## config.mk

```make
export PLATFORM = sky130hd
export DESIGN_NAME = mem_port_arbiter
export DESIGN_NICKNAME = d
export VERILOG_FILES = /design/src/rtl/mem_port_arbiter.sv
export SDC_FILE = /design/constraint.sdc
export NUM_CORES = 1
export LEC_CHECK = 0
export BUFFER_PORTS_ARGS = -buffer_cell sky130_fd_sc_hd__clkbuf_2
export CAP_MARGIN = 5
export CELL_PAD_IN_SITES_DETAIL_PLACEMENT = 0
export CELL_PAD_IN_SITES_GLOBAL_PLACEMENT = 1
export CORE_MARGIN = 2
export CORE_UTILIZATION = 12
export CTS_BUF_LIST = sky130_fd_sc_hd__clkbuf_2
export DETAILED_ROUTE_END_ITERATION = 7
export GPL_TIMING_DRIVEN = 0
export PLACE_DENSITY = 0.83
export SLEW_MARGIN = 10
export SYNTH_ARGS = -nofsm -noshare
export SYNTH_HDL_FRONTEND = slang
export SYNTH_SLANG_ARGS = --single-unit
export TNS_END_PERCENT = 50
```

## constraint.sdc

```tcl
create_clock -name clk -period 1.5 [get_ports clk]
set_clock_uncertainty 0.2 [all_clocks]
set_input_delay 0.075 -clock clk [delete_from_list [all_inputs] [get_ports clk]]
set_output_delay 0.075 -clock clk [all_outputs]
set_load 0.05 [all_outputs]
```

## src/rtl/mem_port_arbiter.sv

```systemverilog
`default_nettype none
// ============================================================================
//  Module      : mem_port_arbiter
//  Description : Two-port (inst fetch / data load-store) arbiter in front of a
//                single synchronous SRAM. At most one request is granted per
//                cycle. The grant is combinational, so a lone requester is
//                served with no bubble. Read data comes back with a fixed
//                latency of one cycle.
//  Revision    : 1.0 - initial release
// ----------------------------------------------------------------------------
//  Configuration:
//    MEM_ARB_ROUND_ROBIN_EN (macro) - defined  : round-robin on contention
//                                     undefined: data has priority, with a
//                                                starvation guard for inst
//    STARVE_MAX (parameter)          - most consecutive lost cycles for a
//                                     pending inst request (fixed mode)
//  Ports:
//    clk, resetn                     - clock, async active-low reset
//    inst_req/addr                   - fetch request and address
//    inst_addr_ok/data_ok/rdata      - accept strobe, response strobe, data
//    data_req/we/addr/wdata          - load/store request (we=0 is a read)
//    data_addr_ok/data_ok/rdata      - accept strobe, response strobe, data
//    sram_en/we/addr/wdata/rdata     - synchronous SRAM port
// ============================================================================
module mem_port_arbiter #(
    parameter int STARVE_MAX = 7
) (
    input  logic        clk,
    input  logic        resetn,
    input  logic        inst_req,
    input  logic [31:0] inst_addr,
    output logic        inst_addr_ok,
    output logic        inst_data_ok,
    output logic [31:0] inst_rdata,
    input  logic        data_req,
    input  logic [3:0]  data_we,
    input  logic [31:0] data_addr,
    input  logic [31:0] data_wdata,
    output logic        data_addr_ok,
    output logic        data_data_ok,
    output logic [31:0] data_rdata,
    output logic        sram_en,
    output logic [3:0]  sram_we,
    output logic [31:0] sram_addr,
    output logic [31:0] sram_wdata,
    input  logic [31:0] sram_rdata
);

    localparam logic [1:0] IDLE   = 2'd0;
    localparam logic [1:0] RESP_I = 2'd1;
    localparam logic [1:0] RESP_D = 2'd2;

    localparam int CNT_W = ($clog2(STARVE_MAX + 1) > 3) ? $clog2(STARVE_MAX + 1) : 3;
    localparam logic [CNT_W-1:0] STARVE_LIM = CNT_W'(STARVE_MAX);

    logic [1:0]       state_q, state_d;
    logic             wr_q, wr_d;        // outstanding data access is a write
    logic [CNT_W-1:0] starve_q, starve_d;
    logic             grant_i, grant_d;
    logic             inst_wins;         // tie-break result on contention

`ifdef MEM_ARB_ROUND_ROBIN_EN
    // Pointer names the requester favoured on the next contention; it
    // always points away from whoever was granted last.
    localparam logic PTR_INST = 1'b0;
    localparam logic PTR_DATA = 1'b1;

    logic rr_ptr_q, rr_ptr_d;

    always_comb begin
        inst_wins = (rr_ptr_q == PTR_INST);
        rr_ptr_d  = rr_ptr_q;
        if (grant_i) begin
            rr_ptr_d = PTR_DATA;
        end else if (grant_d) begin
            rr_ptr_d = PTR_INST;
        end
        starve_d = '0;
    end

    always_ff @(posedge clk or negedge resetn) begin
        if (!resetn) begin
            rr_ptr_q <= PTR_INST;
        end else begin
            rr_ptr_q <= rr_ptr_d;
        end
    end
`else
    // Data normally wins; inst takes the slot once it has lost STARVE_MAX
    // cycles in a row. The counter only tracks an inst request that is
    // actually waiting, so it clears whenever inst_req drops.
    always_comb begin
        inst_wins = (starve_q == STARVE_LIM);
        starve_d  = starve_q;
        if (!inst_req || grant_i) begin
            starve_d = '0;
        end else if (starve_q != STARVE_LIM) begin
            starve_d = starve_q + 1'b1;
        end
    end
`endif

    // Grants are qualified by resetn so that every output is quiet for the
    // whole time reset is held, regardless of incoming requests.
    always_comb begin
        grant_i = 1'b0;
        grant_d = 1'b0;
        if (resetn) begin
            if (inst_req && data_req) begin
                grant_i = inst_wins;
                grant_d = !inst_wins;
            end else begin
                grant_i = inst_req;
                grant_d = data_req;
            end
        end
    end

    // The response state is purely a record of last cycle's grant, which
    // lets a new grant overlap the response for one access per cycle.
    always_comb begin
        state_d = IDLE;
        wr_d    = 1'b0;
        if (grant_i) begin
            state_d = RESP_I;
        end else if (grant_d) begin
            state_d = RESP_D;
            wr_d    = |data_we;
        end
    end

    always_ff @(posedge clk or negedge resetn) begin
        if (!resetn) begin
            state_q  <= IDLE;
            wr_q     <= 1'b0;
            starve_q <= '0;
        end else begin
            state_q  <= state_d;
            wr_q     <= wr_d;
            starve_q <= starve_d;
        end
    end

    assign inst_addr_ok = grant_i;
    assign data_addr_ok = grant_d;

    assign sram_en    = grant_i | grant_d;
    assign sram_we    = grant_d ? data_we : 4'h0;
    assign sram_wdata = grant_d ? data_wdata : 32'h0;
    assign sram_addr  = grant_d ? data_addr : (grant_i ? inst_addr : 32'h0);

    assign inst_data_ok = (state_q == RESP_I);
    assign data_data_ok = (state_q == RESP_D);
    assign inst_rdata   = inst_data_ok ? sram_rdata : 32'h0;
    assign data_rdata   = (data_data_ok && !wr_q) ? sram_rdata : 32'h0;

endmodule
`default_nettype wire
```

==> summary.log <==
[die] die span in y 109 µm
[die] count of boundary I/O pins 273
[clocking] clk slew on worst S/H paths 80 ps
[detailed_routing] Routed WL per cell 14.7 µm
[setup_path] critical path fanouts, max 10
[clocking] buffer cell driving the clock tree root sky130_fd_sc_hd__clkbuf_2
[power_and_ir_drop] Power Density 387 nW/µm²
[placed_design] placed wire-length estimate 6300 µm
[setup_path] Max stage delay cell, worst path sky130_fd_sc_hd__dfrtp_1
[die] starting utilization of the core area 12.3%
[clocking] number of buffers added by the clock tree synthesis step 3
[worst_hold_path] Hold/Removal Path Class primary input to register
[setup_path] buffering stage count on the worst path with inverters included 3
[status] failing checks hold timing, setup timing
[setup_path] data required time of the critical path 1220 ps
[die] Die W 109 µm
[placed_design] total cell area at the placement stage 3460 µm²
[clocking] hold bufs inserted after CTS 6
[power_and_ir_drop] static leakage 2.71 nW
[worst_hold_path] Hold Path Origin data_req
[sta] accumulated negative setup slack -53,810 ps
[detailed_routing] count of routing violations after the opening detailed-route iteration 90
[power_and_ir_drop] Max rail drop VDD 0.000250 V
[sta] max-slew headroom at the worst pin 75.6%
[status] status complete, but fails checks
[logic_synthesis] EDFF count, synth 0
[detailed_routing] number of nets still failing antenna checks after routing 0
[die] die area 11,900 µm²
[setup_path] Critical Path End sram_addr[9]
[placed_design] number of input and output port buffers inserted 271
[sta] Achievable Freq 0.479 GHz
[grt] pin count of the biggest net entering global routing 11
[clocking] total clock sinks 6
[sta] slew at the pin closest to its max-slew limit 363 ps
[sta] RSZ-0062 raised after global routing yes
[grt] number of global-route vias before repair 2,448
[clocking] clock tree from TritonCTS built
[setup_path] Critical Path Sink Type primary output
[setup_path] WS Path Type register to primary output
[detailed_routing] number of design rule violations left after detail routing 0
[setup_path] total number of cells along the worst setup path 8
[grt] global router's overall resource usage 12.8%
[clocking] worst skew pair latency 240 ps
[setup_path] arrival time at the worst endpoint 1810 ps
[sta] number of hold violations in the final report 1
[logic_synthesis] YS warnings 0
[sta] final worst-path setup slack -588 ps
[logic_synthesis] post-synthesis register bit count 6
[logic_synthesis] Synth cell types 20
[logic_synthesis] total nets after synthesis 323
[detailed_routing] per-cell via count in the routed design 4.11
[logic_synthesis] async set-or-reset flop fraction in the synthesized netlist 100%
[setup_path] Critical Path Start Type register
[setup_path] endpoint of the most critical register-to-register path state_q[1]
[logic_synthesis] syn_area_per_cell 7.22 µm²
[detailed_routing] number of vias in the routed layout 2,545
[setup_path] start of the worst register-to-register path starve_q[1]
[clocking] total number of H-tree levels 1
[detailed_routing] total wire length 9110 µm
[sta] Max Transition Viols Final 0
[placed_design] global placement routability congestion 0.672
[cells_and_area] Area growth, synth to finish 295%
[setup_path] number of cells on the worst reg-to-reg path 7
[worst_hold_path] WHS Path Cells 2
[setup_path] CP max stage delay 410 ps
[detailed_routing] Pre-Repair DR Iteration Count 4
[sta] final critical-path required period 2090 ps
[logic_synthesis] Synth Cell Area 1330 µm²
[sta] Final Cycle Share 139%
[grt] antenna violations before repair 1
[clocking] buffer depth of the longest clock path 2
[sta] Hold Slack -38.9 ps
[setup_path] Critical Path Start starve_q[1]
[grt] GRT overflow 0
[die] number of rows created at floorplan 38
[setup_path] largest delay contributor family on the critical path buffers and inverters
[cells_and_area] Final Net Count 619
[placed_design] setup slack at placement -674 ps
[logic_synthesis] sequential-to-total area share from yosys stat 11.3%
[logic_synthesis] number of cells produced by synthesis 184
[setup_path] register-to-register setup slack -270 ps
[logic_synthesis] Most used DFF post-synth sky130_fd_sc_hd__dfrtp_1
[cells_and_area] fraction of layout cells with a size suffix above 1 89.7%
[grt] wire length of the first global-routing pass 12,000 µm
[job] Max Cap Viol 0
[setup_path] sequence of cells on the critical path ha_4 > ha_4 > nand2_4 > a21oi_4 > buf_12 > buf_12 > a22o_4 > clkbuf_16
[cells_and_area] summed area of non-filler cells in the final layout 5240 µm²
[die] Placeable Area 10,800 µm²
[cells_and_area] number of fill cells in the layout 937
[sta] Final setup violation count 141
cells by family (layout without fill, tap and decap cells):
| family | Yosys count | after routing | share of synthesized area (%) |
|---|---|---|---|
| AOI/OAI and AO/OA | 39 | 39 | 25.1 |
| adders and majority gates | 3 | 3 | 2.83 |
| buffers and inverters | 19 | 313 | 6.78 |
| DFF | 6 | 6 | 11.3 |
| other | 0 | 1 | 0 |
| and+or+nand+nor | 117 | 117 | 54.0 |
power breakdown:
group          switching, mW  internal (mW)
combinational          0.891          0.837
clock                 0.0670         0.0543
sequential           0.00830          0.171
worst register-to-register path: cells and delay by family, from the launching register on:
kind | cells | cell delay [ps]
compound gates | 1 | 170
simple gates | 1 | 160
flops | 1 | 410
fa+ha+maj | 2 | 370
buf+inv | 3 | 380
cell usage in the layout (no fill, tap or decap), types with 4 or more instances in the layout:
master,Yosys,final
sky130_fd_sc_hd__a22o_4,0,31
sky130_fd_sc_hd__and2_1,100,21
sky130_fd_sc_hd__and2_4,0,79
sky130_fd_sc_hd__buf_12,0,9
sky130_fd_sc_hd__buf_4,3,9
sky130_fd_sc_hd__buf_6,0,5
sky130_fd_sc_hd__buf_8,0,49
sky130_fd_sc_hd__clkbuf_16,0,37
sky130_fd_sc_hd__clkbuf_2,0,163
sky130_fd_sc_hd__clkbuf_4,0,4
sky130_fd_sc_hd__clkbuf_8,0,28
sky130_fd_sc_hd__dfrtp_1,6,6
sky130_fd_sc_hd__dlygate4sd3_1,0,6
sky130_fd_sc_hd__nand2_1,9,8
how the worst min path moves through the flow:
stage | endpoint | slack (ps)
2_1_floorplan | starve_q[0] | -420
3_3_place_gp | wr_q | -270
3_5_place_dp | starve_q[2] | -260
4_1_cts | state_q[0] | -40
5_1_grt | state_q[0] | -60
6_report | state_q[0] | -40
state kept, by name, indices dropped and copies added, names as in the netlist:
signal    count
starve_q      3
state_q       2
wr_q          1
synthesized netlist by cell type, types with 2 or more instances:
library cell | count | area [µm²]
sky130_fd_sc_hd__and2_1 | 100 | 626
sky130_fd_sc_hd__a22o_1 | 32 | 280
sky130_fd_sc_hd__nand2_1 | 9 | 33.8
sky130_fd_sc_hd__clkbuf_1 | 8 | 30.0
sky130_fd_sc_hd__buf_2 | 6 | 30.0
sky130_fd_sc_hd__dfrtp_1 | 6 | 150
sky130_fd_sc_hd__buf_4 | 3 | 22.5
sky130_fd_sc_hd__ha_1 | 3 | 37.5
sky130_fd_sc_hd__nor2b_1 | 3 | 18.8
sky130_fd_sc_hd__o22ai_1 | 3 | 18.8
sky130_fd_sc_hd__inv_1 | 2 | 7.51
final cells by class:
type	instances	area, µm²	share of cell area (%)
repair buffers	291	2980	56.9
multi-input cells	159	1640	31.3
plain buffers	17	265	5.06
well taps	140	175	3.34
flip-flops and latches	6	150	2.86
clock buffers	3	15.0	0.286
inverters	2	10.0	0.191
diodes	1	2.50	0.0477
layer usage:
layer	GRT usage [%]	up-vias	part of all wire, %
li1	-	1208	-
met1	12.4	1161	33
met2	27.0	165	57
met3	2.69	11	8.5
met4	2.62	0	1.4
met5	0	-	0
repair_timing:
action / 4_1_cts / 5_1_grt
gates resized for setup: 264 / 96
buffers inserted: 4 / 10
endpoints found under the setup margin: 139 / 141
gates cloned: 0 / 1
pin swaps: 6 / 14
hold endpoints to repair: 11 / 1
through the flow:
step                      hold WS, ps  cells  utilization, %  power, mW
after floorplan                  -421    184               -       1.08
after global placement           -270    595            31.9       1.44
after detailed placement         -265    595            31.9       1.46
after CTS                       -37.9    608            46.0       1.92
after global routing            -56.0    618            48.3       2.12
final                           -38.9    619            48.4       2.03
Power figures use the tool's default switching activity.
